[src/rtl/flip_engine.sv]
// Othello move executor: places a disk, re-validates each flagged
// direction and flips captured disks one cell per cycle.
module flip_engine #(
    parameter logic [1:0] CELL_EMPTY = 2'b00,
    parameter logic [1:0] CELL_BLACK = 2'b01,
    parameter logic [1:0] CELL_WHITE = 2'b10
) (
    input  logic       clock,
    input  logic       resetn,
    input  logic       start,
    input  logic       side,
    input  logic [2:0] x,
    input  logic [2:0] y,
    input  logic [7:0] dir,
    output logic [5:0] rd_addr,
    input  logic [1:0] rd_data,
    output logic       wr_en,
    output logic [5:0] wr_addr,
    output logic [1:0] wr_data,
    output logic       cell_upd,
    output logic [2:0] upd_x,
    output logic [2:0] upd_y,
    output logic       busy,
    output logic       done,
    output logic       illegal,
    output logic [4:0] flip_count
);

    typedef enum logic [2:0] {
        S_IDLE,
        S_PLACE,
        S_NEXT,
        S_SCAN,
        S_FLIP,
        S_DONE
    } state_t;

    state_t state, state_n;

    logic       side_q;
    logic [2:0] x_q, y_q;
    logic [7:0] mask;
    logic [2:0] d;
    logic [3:0] k;
    logic [2:0] r;
    logic [4:0] acc;
    logic       ill_q;

    logic [1:0] own, opp;
    logic       found;
    logic [2:0] sel;
    logic       xp, xm, yp, ym;
    logic signed [4:0] bx, by, sk, cx, cy;
    logic       on_board;
    logic [5:0] cand;

    assign own = side_q ? CELL_WHITE : CELL_BLACK;
    assign opp = side_q ? CELL_BLACK : CELL_WHITE;

    // Lowest pending direction; processed bits are cleared from mask.
    always_comb begin
        found = 1'b0;
        sel   = 3'd0;
        for (int i = 7; i >= 0; i--) begin
            if (mask[i] && (3'(i) >= d)) begin
                found = 1'b1;
                sel   = 3'(i);
            end
        end
    end

    always_comb begin
        xp = 1'b0;
        xm = 1'b0;
        yp = 1'b0;
        ym = 1'b0;
        unique case (d)
            3'd0: ym = 1'b1;
            3'd1: begin xp = 1'b1; ym = 1'b1; end
            3'd2: xp = 1'b1;
            3'd3: begin xp = 1'b1; yp = 1'b1; end
            3'd4: yp = 1'b1;
            3'd5: begin xm = 1'b1; yp = 1'b1; end
            3'd6: xm = 1'b1;
            3'd7: begin xm = 1'b1; ym = 1'b1; end
        endcase
    end

    // Signed candidate coordinates; bits [4:3] nonzero means off board.
    always_comb begin
        bx = $signed({2'b00, x_q});
        by = $signed({2'b00, y_q});
        sk = $signed({1'b0, k});
        cx = bx;
        cy = by;
        if (xp) cx = bx + sk;
        else if (xm) cx = bx - sk;
        if (yp) cy = by + sk;
        else if (ym) cy = by - sk;
    end

    assign on_board = (cx[4:3] == 2'b00) && (cy[4:3] == 2'b00);
    assign cand     = {cy[2:0], cx[2:0]};

    always_comb begin
        state_n  = state;
        rd_addr  = 6'd0;
        wr_en    = 1'b0;
        wr_addr  = 6'd0;
        wr_data  = CELL_EMPTY;
        cell_upd = 1'b0;
        upd_x    = 3'd0;
        upd_y    = 3'd0;
        busy     = (state != S_IDLE);
        done     = 1'b0;
        illegal  = 1'b0;
        case (state)
            S_IDLE: begin
                if (start) state_n = S_PLACE;
            end
            S_PLACE: begin
                rd_addr = {y_q, x_q};
                if (rd_data != CELL_EMPTY) begin
                    state_n = S_DONE;
                end else begin
                    wr_en    = 1'b1;
                    wr_addr  = {y_q, x_q};
                    wr_data  = own;
                    cell_upd = 1'b1;
                    upd_x    = x_q;
                    upd_y    = y_q;
                    state_n  = S_NEXT;
                end
            end
            S_NEXT: begin
                state_n = found ? S_SCAN : S_DONE;
            end
            S_SCAN: begin
                if (!on_board) begin
                    state_n = S_NEXT;
                end else begin
                    rd_addr = cand;
                    if (rd_data == opp) state_n = S_SCAN;
                    else if (rd_data == own && r != 3'd0) state_n = S_FLIP;
                    else state_n = S_NEXT;
                end
            end
            S_FLIP: begin
                wr_en    = 1'b1;
                wr_addr  = cand;
                wr_data  = own;
                cell_upd = 1'b1;
                upd_x    = cand[2:0];
                upd_y    = cand[5:3];
                if ({1'b0, r} == k) state_n = S_NEXT;
            end
            S_DONE: begin
                done    = 1'b1;
                illegal = ill_q;
                state_n = S_IDLE;
            end
            default: state_n = S_IDLE;
        endcase
    end

    always_ff @(posedge clock or negedge resetn) begin
        if (!resetn) begin
            state      <= S_IDLE;
            side_q     <= 1'b0;
            x_q        <= 3'd0;
            y_q        <= 3'd0;
            mask       <= 8'd0;
            d          <= 3'd0;
            k          <= 4'd0;
            r          <= 3'd0;
            acc        <= 5'd0;
            ill_q      <= 1'b0;
            flip_count <= 5'd0;
        end else begin
            state <= state_n;
            // Publish the count as DONE is entered so it is valid with done.
            if (state != S_DONE && state_n == S_DONE) flip_count <= acc;
            case (state)
                S_IDLE: begin
                    if (start) begin
                        side_q <= side;
                        x_q    <= x;
                        y_q    <= y;
                        mask   <= dir;
                        acc    <= 5'd0;
                        ill_q  <= 1'b0;
                        d      <= 3'd0;
                    end
                end
                S_PLACE: begin
                    ill_q <= (rd_data != CELL_EMPTY);
                    d     <= 3'd0;
                end
                S_NEXT: begin
                    if (found) begin
                        d         <= sel;
                        mask[sel] <= 1'b0;
                        k         <= 4'd1;
                        r         <= 3'd0;
                    end
                end
                S_SCAN: begin
                    if (on_board && rd_data == opp) begin
                        r <= r + 3'd1;
                        k <= k + 4'd1;
                    end else begin
                        k <= 4'd1;
                    end
                end
                S_FLIP: begin
                    acc <= acc + 5'd1;
                    k   <= k + 4'd1;
                end
                default: ;
            endcase
        end
    end

endmodule

[config.mk]
export PLATFORM = sky130hd
export DESIGN_NAME = flip_engine
export DESIGN_NICKNAME = d
export VERILOG_FILES = /design/src/rtl/flip_engine.sv
export SDC_FILE = /design/constraint.sdc
export NUM_CORES = 1
export LEC_CHECK = 0
export ABC_AREA = 1
export ABC_CLOCK_PERIOD_IN_PS = 3300
export CAP_MARGIN = 20
export CORE_ASPECT_RATIO = 1.5
export CORE_MARGIN = 8
export CORE_UTILIZATION = 30
export CTS_CLUSTER_DIAMETER = 30
export DETAILED_ROUTE_END_ITERATION = 8
export PLACE_DENSITY_LB_ADDON = 0.2
export SKIP_CTS_REPAIR_TIMING = 1
export SLEW_MARGIN = 20
export SYNTH_ARGS = -nofsm -noshare
export SYNTH_HDL_FRONTEND = slang
export SYNTH_SLANG_ARGS = --single-unit
[constraint.sdc]
create_clock -name clock -period 3.3 [get_ports clock]
set_clock_uncertainty 0.05 [all_clocks]
set_input_delay 0.99 -clock clock [delete_from_list [all_inputs] [get_ports clock]]
set_output_delay 0.99 -clock clock [all_outputs]
set_load 0.05 [all_outputs]
==> flow_metrics.tcl <==
set metrics [dict create \
    synth.ff_latch_count 39 \
    max-vdd-ir-drop_mv 0.4258 \
    groute.usage.overall_pct 13.33 \
    internal_power_mw 2.506 \
    synth-seq-area-share_pct 31.68 \
    wl_per_cell_um 14.96 \
    global_route_wire_length_before_repair_um 14880 \
    setup_tns_ns -1.549 \
    total_switching_power_mw 2.829 \
    critical_path.startpoint "k[0]" \
    number_of_global_route_vias_before_repair 2982 \
    post_drt_via_cell_ratio 4.995 \
    dp_hpwl_um 6944 \
    synthesis.nets 464 \
    violations_in_the_final_reports "negative setup slack" \
    drt-initial-drc-count 123 \
    cap_viol_max_count 0 \
    critical_path.startpoint_type "register" \
    cp_data_arrival_time_ns 2.47 \
    synthFlopType "sky130_fd_sc_hd__dfrtp_1" \
    globalRoute.totalOverflow 0 \
    yosysTopAreaCell "sky130_fd_sc_hd__dfrtp_1" \
    drc 0 \
    slew_headroom_pct 38.45 \
    design.final.nets 532 \
    rr_startpoint "k[0]" \
    crit_path_required_time_ns 2.26 \
    clk_transition_reported_paths_ns 0.07 \
    synth_edf_count 0 \
    io_pins 50 \
    clock_latency_ns 0.29 \
    drt-pass1-iter-count 6 \
    finalSetupViolCount 10 \
    max_slew.worst_pin.slew_ns 0.9233 \
    drt-total-wl_um 9123 \
    p_sw_share_pct 53.03 \
    crit_path_max_fanout 6 \
    synthDistinctLibCells 41 \
    r2r_cells 12 \
    h-tree-depth 2 \
    floorplan.die_area_um2 13830 \
    instances_no_fill 610 \
    netlist_area_um2 3080 \
    rows 45 \
    insertedDiodeCount 0 \
    synth.top_cell.area_share_pct 31.68 \
    power.share.combinational_pct 73.7 \
    antenna_found_initial 0 \
    crit_type "register to output port" \
    portBuffers 49 \
    clock_buffer_count_from_cts 5 \
    total_of_warnings_raised_by_yosys 0 \
    dieHeight_um 140.1 \
    synth.avg_cell_area_um2 7.265 \
    timing_max_transition_violations_final 0 \
    place.gp.congestion 0.8431 \
    run_status "complete, but fails checks" \
    syn-instance-count 424 \
    min_from "mask[3]" \
    grt_start_max_net_pins 40 \
    async_flop_share_pct 100.0 \
    post_route_cells_drive_above_1_share_pct 27.38 \
    end_kind "output port" \
    timing.hold.worst_endpoint "mask[3]" \
    clkSinkCount 39 \
    area.growth.synth_to_final_pct 43.91 \
    clock_tree.buffer_depth 2 \
    r2r_setup_slack_ns 1.08 \
    leakage_nw 2.005 \
    floorplan.initialDensity_pct 30.56 \
    powerDensity_nw_per_um2 1203 \
    core_area_um2 10080 \
    vias 3047 \
    reg2reg_to "k[2]" \
    clockPowerShare_pct 9.4 \
    seq_power_share_pct 16.9 \
    max_freq_ghz 0.2850 \
    clockRootBuffer "sky130_fd_sc_hd__clkbuf_16" \
    chipWidth_um 98.74 \
    tritoncts "yes" \
    min_path_cells 2 \
    post_synth_main_area_contributors "sky130_fd_sc_hd__dfrtp_1 32%, sky130_fd_sc_hd__nand2_1 15%, sky130_fd_sc_hd__ha_1 6.5%, sky130_fd_sc_hd__nand3_1 6.3%, sky130_fd_sc_hd__inv_1 5.5%" \
    min-delay-path-class "register to register" \
    setup_ws_ns -0.2083 \
    fin_crit_sh_pct 106.3 \
    finalWorstPathRequiredPeriod_ns 3.508 \
    drt.antenna.violating_nets 0 \
    final-hold-violation-count 0 \
    unrepaired_setup_endpoints_after_global_routing "true" \
    dp.cells 595 \
]
[power groups by stage]
stage | combinational [mW] | clock [mW] | sequential, mW
finish | 3.93 | 0.500 | 0.902
global route | 4.30 | 0.527 | 0.935
global placement | 3.52 | 0 | 0.877
floorplan | 2.27 | 0 | 0.966
detailed placement | 3.55 | 0 | 0.884
CTS | 3.56 | 0.515 | 0.878
[metal layers]
metal	wire (um)	vias up	GRT usage (%)	share of wire, %
met3	208	12	2.133	2.3
met1	3774	1482	14.84	41
met5	0	-	0	0
met4	164	0	4.387	1.8
met2	4975	50	24.85	55
li1	-	1503	-	-
[Yosys cell counts, types with 2 or more instances]
library cell	number
sky130_fd_sc_hd__o21ai_0	20
sky130_fd_sc_hd__nand4_1	5
sky130_fd_sc_hd__ha_1	16
sky130_fd_sc_hd__a211oi_1	2
sky130_fd_sc_hd__nor2_2	2
sky130_fd_sc_hd__dfrtp_1	39
sky130_fd_sc_hd__or2_2	2
sky130_fd_sc_hd__nand3b_1	2
sky130_fd_sc_hd__clkbuf_1	3
sky130_fd_sc_hd__buf_4	9
sky130_fd_sc_hd__fa_1	4
sky130_fd_sc_hd__nor2_1	29
sky130_fd_sc_hd__nand3_4	2
sky130_fd_sc_hd__inv_2	5
sky130_fd_sc_hd__xnor2_1	2
sky130_fd_sc_hd__nor2_4	5
sky130_fd_sc_hd__nand2_1	127
sky130_fd_sc_hd__o21ai_2	7
sky130_fd_sc_hd__o31ai_1	2
sky130_fd_sc_hd__o22ai_1	8
sky130_fd_sc_hd__o21ai_1	2
sky130_fd_sc_hd__nand2_2	11
sky130_fd_sc_hd__inv_1	45
sky130_fd_sc_hd__nand3_1	39
sky130_fd_sc_hd__a21oi_1	13
sky130_fd_sc_hd__nand2_4	3
sky130_fd_sc_hd__xor2_1	6
[worst max-delay path by stage]
| stage | endpoint | slack, ns | cells past startpoint |
|---|---|---|---|
| detailed placement | wr_addr[2] | -0.10 | 6 |
| global placement | upd_x[1] | -0.1 | 6 |
| global route | rd_addr[0] | -0.31 | 12 |
| floorplan | wr_addr[0] | -0.23 | 7 |
| CTS | rd_addr[2] | -0.33 | 12 |
| finish | rd_addr[1] | -0.21 | 12 |
[cell families after synthesis]
group                    count (synthesis)  share of synthesized area (%)
adder cells (fa/ha/maj)                 20                          9.098
multiplexers                             1                         0.3655
XOR/XNOR                                 8                          2.275
AND/OR/NAND/NOR                        232                          35.17
AO/OA/AOI/OAI                           60                          11.98
flip-flops                              39                          31.68
buffers and inverters                   64                          9.423
[layout by cell type (no fill, tap or decap), drive strengths merged, types with 4 or more instances in the layout]
cell type,n
a21oi,14
xor2,6
ha,16
clkdlybuf4s50,24
dfrtp,39
nor2,36
nand2,141
clkbuf,5
o22ai,8
nand3,42
buf,49
o21ai,29
inv,49
nand4,5
fa,4
[metrics by stage]
step	instance area [um2]	utilization, %	hold slack [ns]	power [mW]	setup WS [ns]
2_1_floorplan	3113	-	0.3915	3.232	-0.2254
3_3_place_gp	4005	39.74	0.4126	4.398	-0.09602
3_5_place_dp	4005	39.74	0.4119	4.431	-0.1011
4_1_cts	4155	41.23	0.4270	4.956	-0.3302
5_1_grt	4433	43.99	0.4432	5.757	-0.3135
6_report	4433	43.99	0.4201	5.335	-0.2083
[worst max-delay path, cell delays in order (launching register included)]
cell                      delay (ns)
sky130_fd_sc_hd__dfrtp_2        0.48
sky130_fd_sc_hd__ha_4           0.19
sky130_fd_sc_hd__fa_2           0.35
sky130_fd_sc_hd__nand3_2        0.08
sky130_fd_sc_hd__nand2_1        0.05
sky130_fd_sc_hd__nand2_1        0.06
sky130_fd_sc_hd__nand4_1        0.13
sky130_fd_sc_hd__nor2_2         0.18
sky130_fd_sc_hd__nand2_2        0.10
sky130_fd_sc_hd__inv_4          0.09
sky130_fd_sc_hd__nand2_8        0.10
sky130_fd_sc_hd__o21ai_4        0.20
sky130_fd_sc_hd__buf_12         0.15
[state kept, by name (all words and copies together) (netlist names)]
name / cells
acc: 5
y_q: 3
mask: 8
r: 3
ill_q: 1
x_q: 3
side_q: 1
k: 4
state: 3
flip_count: 5
d: 3
[area by class of cell]
class | instances | area (um2)
clock inverters | 3 | 25.02
inverters | 50 | 193.9
well taps | 117 | 146.4
multi-input cells | 321 | 2043
flip-flops and latches | 39 | 980.9
fillers | 1012 | 5645
repair buffers | 75 | 918.4
clock buffers | 5 | 125.1
Power figures use the tool's default switching activity.
